<file path="config.mk">
export PLATFORM = sky130hd
export DESIGN_NAME = juego_dados
export DESIGN_NICKNAME = d
export VERILOG_FILES = /design/src/rtl/juego_dados.sv
export SDC_FILE = /design/constraint.sdc
export NUM_CORES = 1
export LEC_CHECK = 0
export CAP_MARGIN = 20
export CORE_ASPECT_RATIO = 0.5
export CORE_UTILIZATION = 55
export DETAILED_ROUTE_END_ITERATION = 7
export MAX_ROUTING_LAYER = met4
export PLACE_DENSITY_LB_ADDON = 0.3
export SYNTH_ARGS = -nofsm -noshare
export SYNTH_HDL_FRONTEND = slang
export SYNTH_SLANG_ARGS = --single-unit
</file>
<file path="constraint.sdc">
create_clock -name clk_pi -period 4.35 [get_ports clk_pi]
set_input_delay 0.87 -clock clk_pi [delete_from_list [all_inputs] [get_ports clk_pi]]
set_output_delay 0.87 -clock clk_pi [all_outputs]
set_load 0.005 [all_outputs]
</file>
<file path="src/rtl/juego_dados.sv">
// Two-player dice game core: roll on hold, lock on release,
// resolve the round, keep win counts and scan display anodes.
module juego_dados #(
  parameter int SCAN_DIV   = 16,
  parameter int CONTEO_MAX = 15
) (
  input  logic       clk_pi,
  input  logic       rst_pi,
  input  logic [1:0] lanzar_pi,
  output logic [1:0] ultimo_ganador_po,
  output logic [7:0] control_anodos_po,
  output logic [5:0] dados_po,
  output logic [7:0] conteos_po
);

  localparam int LP_PW = (SCAN_DIV > 1) ? $clog2(SCAN_DIV) : 1;
  localparam logic [LP_PW-1:0] LP_PMAX = LP_PW'(SCAN_DIV - 1);
  localparam logic [3:0] LP_CMAX = 4'(CONTEO_MAX);

  logic [1:0]       r_lanzar_q;
  logic [1:0]       r_listo;
  logic [2:0]       r_dado0;
  logic [2:0]       r_dado1;
  logic [3:0]       r_conteo0;
  logic [3:0]       r_conteo1;
  logic [1:0]       r_ganador;
  logic [LP_PW-1:0] r_pre;
  logic [7:0]       r_anodos;

  logic [1:0] w_roll;
  logic [1:0] w_rel;
  logic       w_res;
  logic       w_gana0;
  logic       w_gana1;
  logic [2:0] w_next0;
  logic [2:0] w_next1;

  // Die sequence 1..6; blank or illegal values restart at 1.
  function automatic logic [2:0] f_next(input logic [2:0] d);
    logic [2:0] n;
    n = 3'd1;
    if (d >= 3'd1 && d <= 3'd5) n = d + 3'd1;
    return n;
  endfunction

  assign w_roll  = lanzar_pi & ~r_listo;
  assign w_rel   = r_lanzar_q & ~lanzar_pi & ~r_listo;
  assign w_res   = &r_listo;
  assign w_gana0 = r_dado0 > r_dado1;
  assign w_gana1 = r_dado1 > r_dado0;
  assign w_next0 = f_next(r_dado0);
  assign w_next1 = f_next(r_dado1);

  // Previous button level, for release edge detection.
  always_ff @(posedge clk_pi) begin
    if (rst_pi) r_lanzar_q <= 2'b00;
    else        r_lanzar_q <= lanzar_pi;
  end

  // Dice advance while the button is held and the roll is open.
  always_ff @(posedge clk_pi) begin
    if (rst_pi) begin
      r_dado0 <= 3'd0;
      r_dado1 <= 3'd0;
    end else begin
      if (w_roll[0]) r_dado0 <= w_next0;
      if (w_roll[1]) r_dado1 <= w_next1;
    end
  end

  // Roll-complete flags: set on release, cleared when the round resolves.
  always_ff @(posedge clk_pi) begin
    if (rst_pi)     r_listo <= 2'b00;
    else if (w_res) r_listo <= 2'b00;
    else            r_listo <= r_listo | w_rel;
  end

  // Round result and saturating win counters.
  always_ff @(posedge clk_pi) begin
    if (rst_pi) begin
      r_ganador <= 2'b00;
      r_conteo0 <= 4'd0;
      r_conteo1 <= 4'd0;
    end else if (w_res) begin
      unique case (1'b1)
        w_gana0: begin
          r_ganador <= 2'b01;
          if (r_conteo0 < LP_CMAX) r_conteo0 <= r_conteo0 + 4'd1;
        end
        w_gana1: begin
          r_ganador <= 2'b10;
          if (r_conteo1 < LP_CMAX) r_conteo1 <= r_conteo1 + 4'd1;
        end
        default: r_ganador <= 2'b11;
      endcase
    end
  end

  // Free-running prescaler stepping the active-low anode rotation.
  always_ff @(posedge clk_pi) begin
    if (rst_pi) begin
      r_pre    <= '0;
      r_anodos <= 8'hFE;
    end else if (r_pre == LP_PMAX) begin
      r_pre    <= '0;
      r_anodos <= {r_anodos[6:0], r_anodos[7]};
    end else begin
      r_pre    <= r_pre + LP_PW'(1);
    end
  end

  assign ultimo_ganador_po = r_ganador;
  assign control_anodos_po = r_anodos;
  assign dados_po          = {r_dado1, r_dado0};
  assign conteos_po        = {r_conteo1, r_conteo0};

endmodule

</file>
* After elaboration in Yosys (flattened, before gate mapping)
Index checks and enable logic that the tools add are counted.
** Word-level totals
- Register bits :: 32
- Input bits :: 4
- Output and inout port bits :: 24
- Word-level logic and storage cells :: 39
** Cells by class
- Add/subtract/negate cells :: 5
- Magnitude comparators :: 8
- Eq/ne operators :: 1
- Mux-type cells :: 3
- Bitwise operators :: 6
- Reduce and logical (&&, ||, !) cells :: 7
** Operators by type and width (number)
- 4-bit by 1-bit adder with 4-bit output, second input constant :: 3
- 4-bit less-than comparator, second input constant :: 2
- 4-bit AND reduction :: 2
- 3-bit by 1-bit adder with 3-bit output, second input constant :: 2
- 2-bit AND :: 3
- 3-bit by 1-bit greater-or-equal comparator with 1-bit output, second input constant :: 2
- 3-bit greater-than comparator :: 2
- 3-bit less-or-equal comparator, second input constant :: 2
- 3-bit two-way mux :: 2
- 4-bit == test, second input constant :: 1
- 2-bit NOT :: 2
- 2-bit case mux with 2 select lines :: 1
- 2-bit OR reduction :: 2
- 1-bit logical AND :: 2
- 2-bit OR :: 1
- 2-bit AND reduction :: 1

* Longest topological paths before layout
- Word-level depth :: 4
- Gate-level depth with buffers :: 6
- Gate-level depth less buffers :: 6

* Worst setup path after synthesis
Ideal clock, no wire load.
- Kind :: in2reg
- Start :: input rst_pi
- End :: register r_conteo1[3]
- Setup time :: 0.123 ns
- Arrival time :: 1.692 ns
- Data required time :: 4.227 ns
- Setup slack :: 2.535 ns
- Stages :: 4
- Buffers on the path :: 2
- Cells stage by stage :: clkbuf_1 clkbuf_1 nor2_1 mux2_1
** RTL lines
- start: declaration :: line 8 : input logic rst_pi,
- end signal: assignment :: line 92 : if (r_conteo1 < LP_CMAX) r_conteo1 <= r_conteo1 + 4'd1;
- end: declaration :: line 25 : logic [3:0] r_conteo1;

* Worst setup path after layout
- Start :: register r_dado0[0]
- End :: output dados_po[0]
** RTL lines
- start: declaration :: line 22 : logic [2:0] r_dado0;
- start signal: assignment :: line 66 : if (w_roll[0]) r_dado0 <= w_next0;
- end: declaration :: line 12 : output logic [5:0] dados_po,
No word-level cell between the ends.

==> impl_summary.txt <==
----------------------------------------------------
[CTS]
  Number of instances resized during post-cts repair ... 0
  Setup Buffers After CTS ... 0
  Clock-pin slew of the registers on the worst-case setup and hold paths ... 70 ps
  CTS H-tree lvls ... 2
  Total CTS buffers ... 5
  TritonCTS clock tree ... done
  Number of buffers on the longest clock path ... 2
  CTS Root Buffer Type ... sky130_fd_sc_hd__clkbuf_8
  Post-CTS Hold Buffers ... 0
  CTS Sinks ... 32
  Skew-Pair Late Insertion Delay ... 280 ps

[Placed design]
  Post-detail-place hpwl ... 2000 um
  Post-detailed-placement cell area ... 1790 um2
  Count of port buffers added during placement ... 27
  Gp weighted congestion ... 0.758

[Power and ir drop]
  Power per cell area ... 341 nW/um2
  Worst vdd rail ir drop ... 0.000213 V
  Leakage power figure ... 0.785 nW
  Design Power ... 654 uW

[Logic synthesis]
  Syn Area/Cell ... 8.92 um2
  Synth Warn # ... 0
  Portion of synthesized cell area occupied by the leading cell type ... 0.430
  Post-synthesis instance total ... 167
  Leading cell types by total area after synthesis ... sky130_fd_sc_hd__dfxtp_1 (43%), sky130_fd_sc_hd__ha_1 (8.4%), sky130_fd_sc_hd__nand2_1 (5.3%), sky130_fd_sc_hd__nand3b_1 (4.5%), sky130_fd_sc_hd__nor2_1 (3.5%)
  Number of synthesized register bits ... 32
  Sequential-to-total area share from yosys stat ... 0.430
  Synthesized netlist net count ... 181
  Count of different cell masters after synthesis ... 36
  Library cell with the largest summed area after synthesis ... sky130_fd_sc_hd__dfxtp_1
  Area of the mapped netlist ... 1490 um2

[GRT]
  First-pass GRT wire length ... 4640 um
  Global router's overall resource usage ... 0.234
  Leftover overflow at the end of global routing ... 0
  Initial antenna violation count ... 0
  Pin count of the biggest net entering global routing ... 37
  Vias in the first global route ... 1064

[Drt]
  Routed via count divided by cell count ... 5.38
  ANT nets after route ... 0
  DRC violation count after routing ... 0
  Via count ... 1254
  Average wire per standard cell ... 12.7 um
  DR pass1 iterations ... 4
  Violation count after the first detailed-route iteration ... 74
  Routed wire length ... 2960 um

[STA]
  Slew Limit Fails ... 0
  Slew margin rel. ... 0.695
  Min Tclk post-route ... 2160 ps
  Final-layout setup total negative slack ... 0 ps
  Post-route clock period utilization ... 0.497
  FMAX ... 462 MHz
  Total of endpoints with negative setup slack in the final report ... 0
  Tightest Pin Transition ... 456 ps
  WHS ... 489 ps
  Unrepaired setup endpoints after global routing ... false
  Number of hold violations in the final report ... 0
  Post-route clock skew ... 6.36 ps

[Setup path]
  Capture point of the worst reg-to-reg path ... r_conteo1[3]$_SDFFE_PP0P_
  Crit path capture type ... output pin
  Setup crit start kind ... register
  Cell depth of the worst flop-to-flop path ... 6
  Critical path required time ... 3480 ps
  Worst path bufs/invs ... 1
  Arrival time of data at the critical path endpoint ... 1290 ps
  Startpoint of the worst-slack reg-to-reg timing path ... r_dado0[2]$_SDFFE_PP0P_
  Worst R2R Setup Slack ... 2500 ps
  Critical path start-end classification ... register to output pin
  Cell-by-cell listing of the critical path ... clkdlybuf4s50_1
  Family with the most delay on the worst path ... buffers and inverters
  Slowest Stage Delay on Critical Path ... 550 ps
  Maximum fanout along the worst path ... 7
  Cell type of the slowest stage on the worst timing path ... sky130_fd_sc_hd__clkdlybuf4s50_1

[Final layout]
  Most frequent cells in the layout ... sky130_fd_sc_hd__dfxtp_1 (32), sky130_fd_sc_hd__clkdlybuf4s50_1 (27), sky130_fd_sc_hd__nand2_1 (21), sky130_fd_sc_hd__nor2_1 (14), sky130_fd_sc_hd__ha_1 (10)
  Share of final-layout standard cells stronger than drive strength 1 ... 0.0657
  Most common cell after layout, fill and taps aside ... sky130_fd_sc_hd__dfxtp_1
  Synth-to-layout area growth ... 28.9%
  Utilization after layout ... 0.805
  ANT cells ... 0
  Nets ... 211
  Post-route cell area ... 1920 um2
  Fill cell instance count of the final layout ... 161

[Worst hold path]
  Number of cells on the worst hold path ... 2
  End point of the worst hold path ... control_anodos_po[4]$_SDFFE_PP1P_
  Source of the worst hold timing path ... control_anodos_po[3]$_SDFFE_PP1P_
  Hold WC Path Type ... register to register

[Die]
  Vertical extent of the die ... 38.8 um
  Number of placed I/O pins ... 28
  Starting density of the core ... 0.624
  Core Rows ... 12
  Floorplan die area ... 2930 um2
  Area of the placeable core ... 2390 um2
  Width of the die ... 75.6 um

[Status]
  Outcome ... complete, no violations

[Run]
  Count of maximum capacitance violations ... 0

----------------------------------------------------
-- sequential cells by signal (all words and copies together), names as in the netlist --
register	count
control_anodos_po	8
r_conteo0	4
r_conteo1	4
r_dado0	3
r_dado1	3
r_lanzar_q	2
r_listo	2
r_pre	4
ultimo_ganador_po	2
-- area by class of cell --
type	count	area (um2)	area share
Tap cell	35	43.8	0.0228
Clock inverter	2	35.0	0.0182
Sequential cell	32	641	0.334
Timing Repair Buffer	28	298	0.155
Clock buffer	6	72.6	0.0378
Inverter	7	26.3	0.0137
Multi-Input combinational cell	123	805	0.419
-- kinds of logic after synthesis --
logic type	share of synthesized area
DFF	0.430
and+or+nand+nor	0.294
buffers and inverters	0.0302
muxes	0.0218
adders and majority gates	0.0840
xor gates and xnor gates	0.0176
AOI/OAI and AO/OA	0.123
-- worst max-delay path by stage --
stage	startpoint	end	slack, ps	depth (start not counted)
floorplan	rst_pi	r_conteo1[3]$_SDFFE_PP0P_	2540	4
global placement	rst_pi	r_dado0[1]$_SDFFE_PP0P_	1730	3
detailed placement	rst_pi	r_dado0[1]$_SDFFE_PP0P_	1650	3
CTS	rst_pi	r_dado0[1]$_SDFFE_PP0P_	1930	3
global route	r_dado1[1]$_SDFFE_PP0P_	dados_po[4]	2110	1
finish	r_dado0[0]$_SDFFE_PP0P_	dados_po[0]	2190	1
-- through the flow --
stage                     std cells  setup slack (ps)
after floorplan                 167              2540
after global placement          224              1730
after detailed placement        224              1650
after CTS                       232              1930
after global routing            233              2110
final                           233              2190
-- synth_stat cells --
library cell and n:
sky130_fd_sc_hd__a211oi_1 2, sky130_fd_sc_hd__and2_1 2, sky130_fd_sc_hd__dfxtp_1 32, sky130_fd_sc_hd__a2bb2oi_1 1
sky130_fd_sc_hd__nor2b_1 7, sky130_fd_sc_hd__nand3b_2 1, sky130_fd_sc_hd__nand3b_1 9, sky130_fd_sc_hd__nand3_1 4
sky130_fd_sc_hd__and2_4 1, sky130_fd_sc_hd__mux2_1 2, sky130_fd_sc_hd__mux2i_1 1, sky130_fd_sc_hd__nor2_1 14
sky130_fd_sc_hd__inv_1 7, sky130_fd_sc_hd__xnor2_1 3, sky130_fd_sc_hd__nand3_4 1, sky130_fd_sc_hd__a31oi_1 2
sky130_fd_sc_hd__and3_1 4, sky130_fd_sc_hd__a31o_2 1, sky130_fd_sc_hd__a21oi_1 8, sky130_fd_sc_hd__nor3_1 5
sky130_fd_sc_hd__a21oi_4 1, sky130_fd_sc_hd__a21o_1 1, sky130_fd_sc_hd__o21ai_0 5, sky130_fd_sc_hd__nand4_1 1
sky130_fd_sc_hd__clkbuf_1 5, sky130_fd_sc_hd__nand2_1 21, sky130_fd_sc_hd__or4_1 1, sky130_fd_sc_hd__nor4b_1 1
sky130_fd_sc_hd__or3_1 3, sky130_fd_sc_hd__a311oi_1 3, sky130_fd_sc_hd__ha_1 10, sky130_fd_sc_hd__o21bai_1 1
sky130_fd_sc_hd__o31ai_1 1, sky130_fd_sc_hd__nor3b_1 2, sky130_fd_sc_hd__nand2b_1 3, sky130_fd_sc_hd__o211ai_1 1
-- where the power goes --
group / switching [mW] / total (mW) / internal, mW
Clock: 0.109 / 0.279 / 0.170
Sequential: 0.00974 / 0.311 / 0.301
Combinational: 0.0311 / 0.0640 / 0.0329
Total: 0.150 / 0.654 / 0.504
-- metal layers --
metal	track usage	up-vias	wire (um)
li1	-	641	-
met1	0.269	581	1460
met2	0.384	30	1340
met3	0.0859	2	134
met4	0.0833	0	27
met5	-	-	0
No activity file was read; power rests on OpenSTA's default activity.
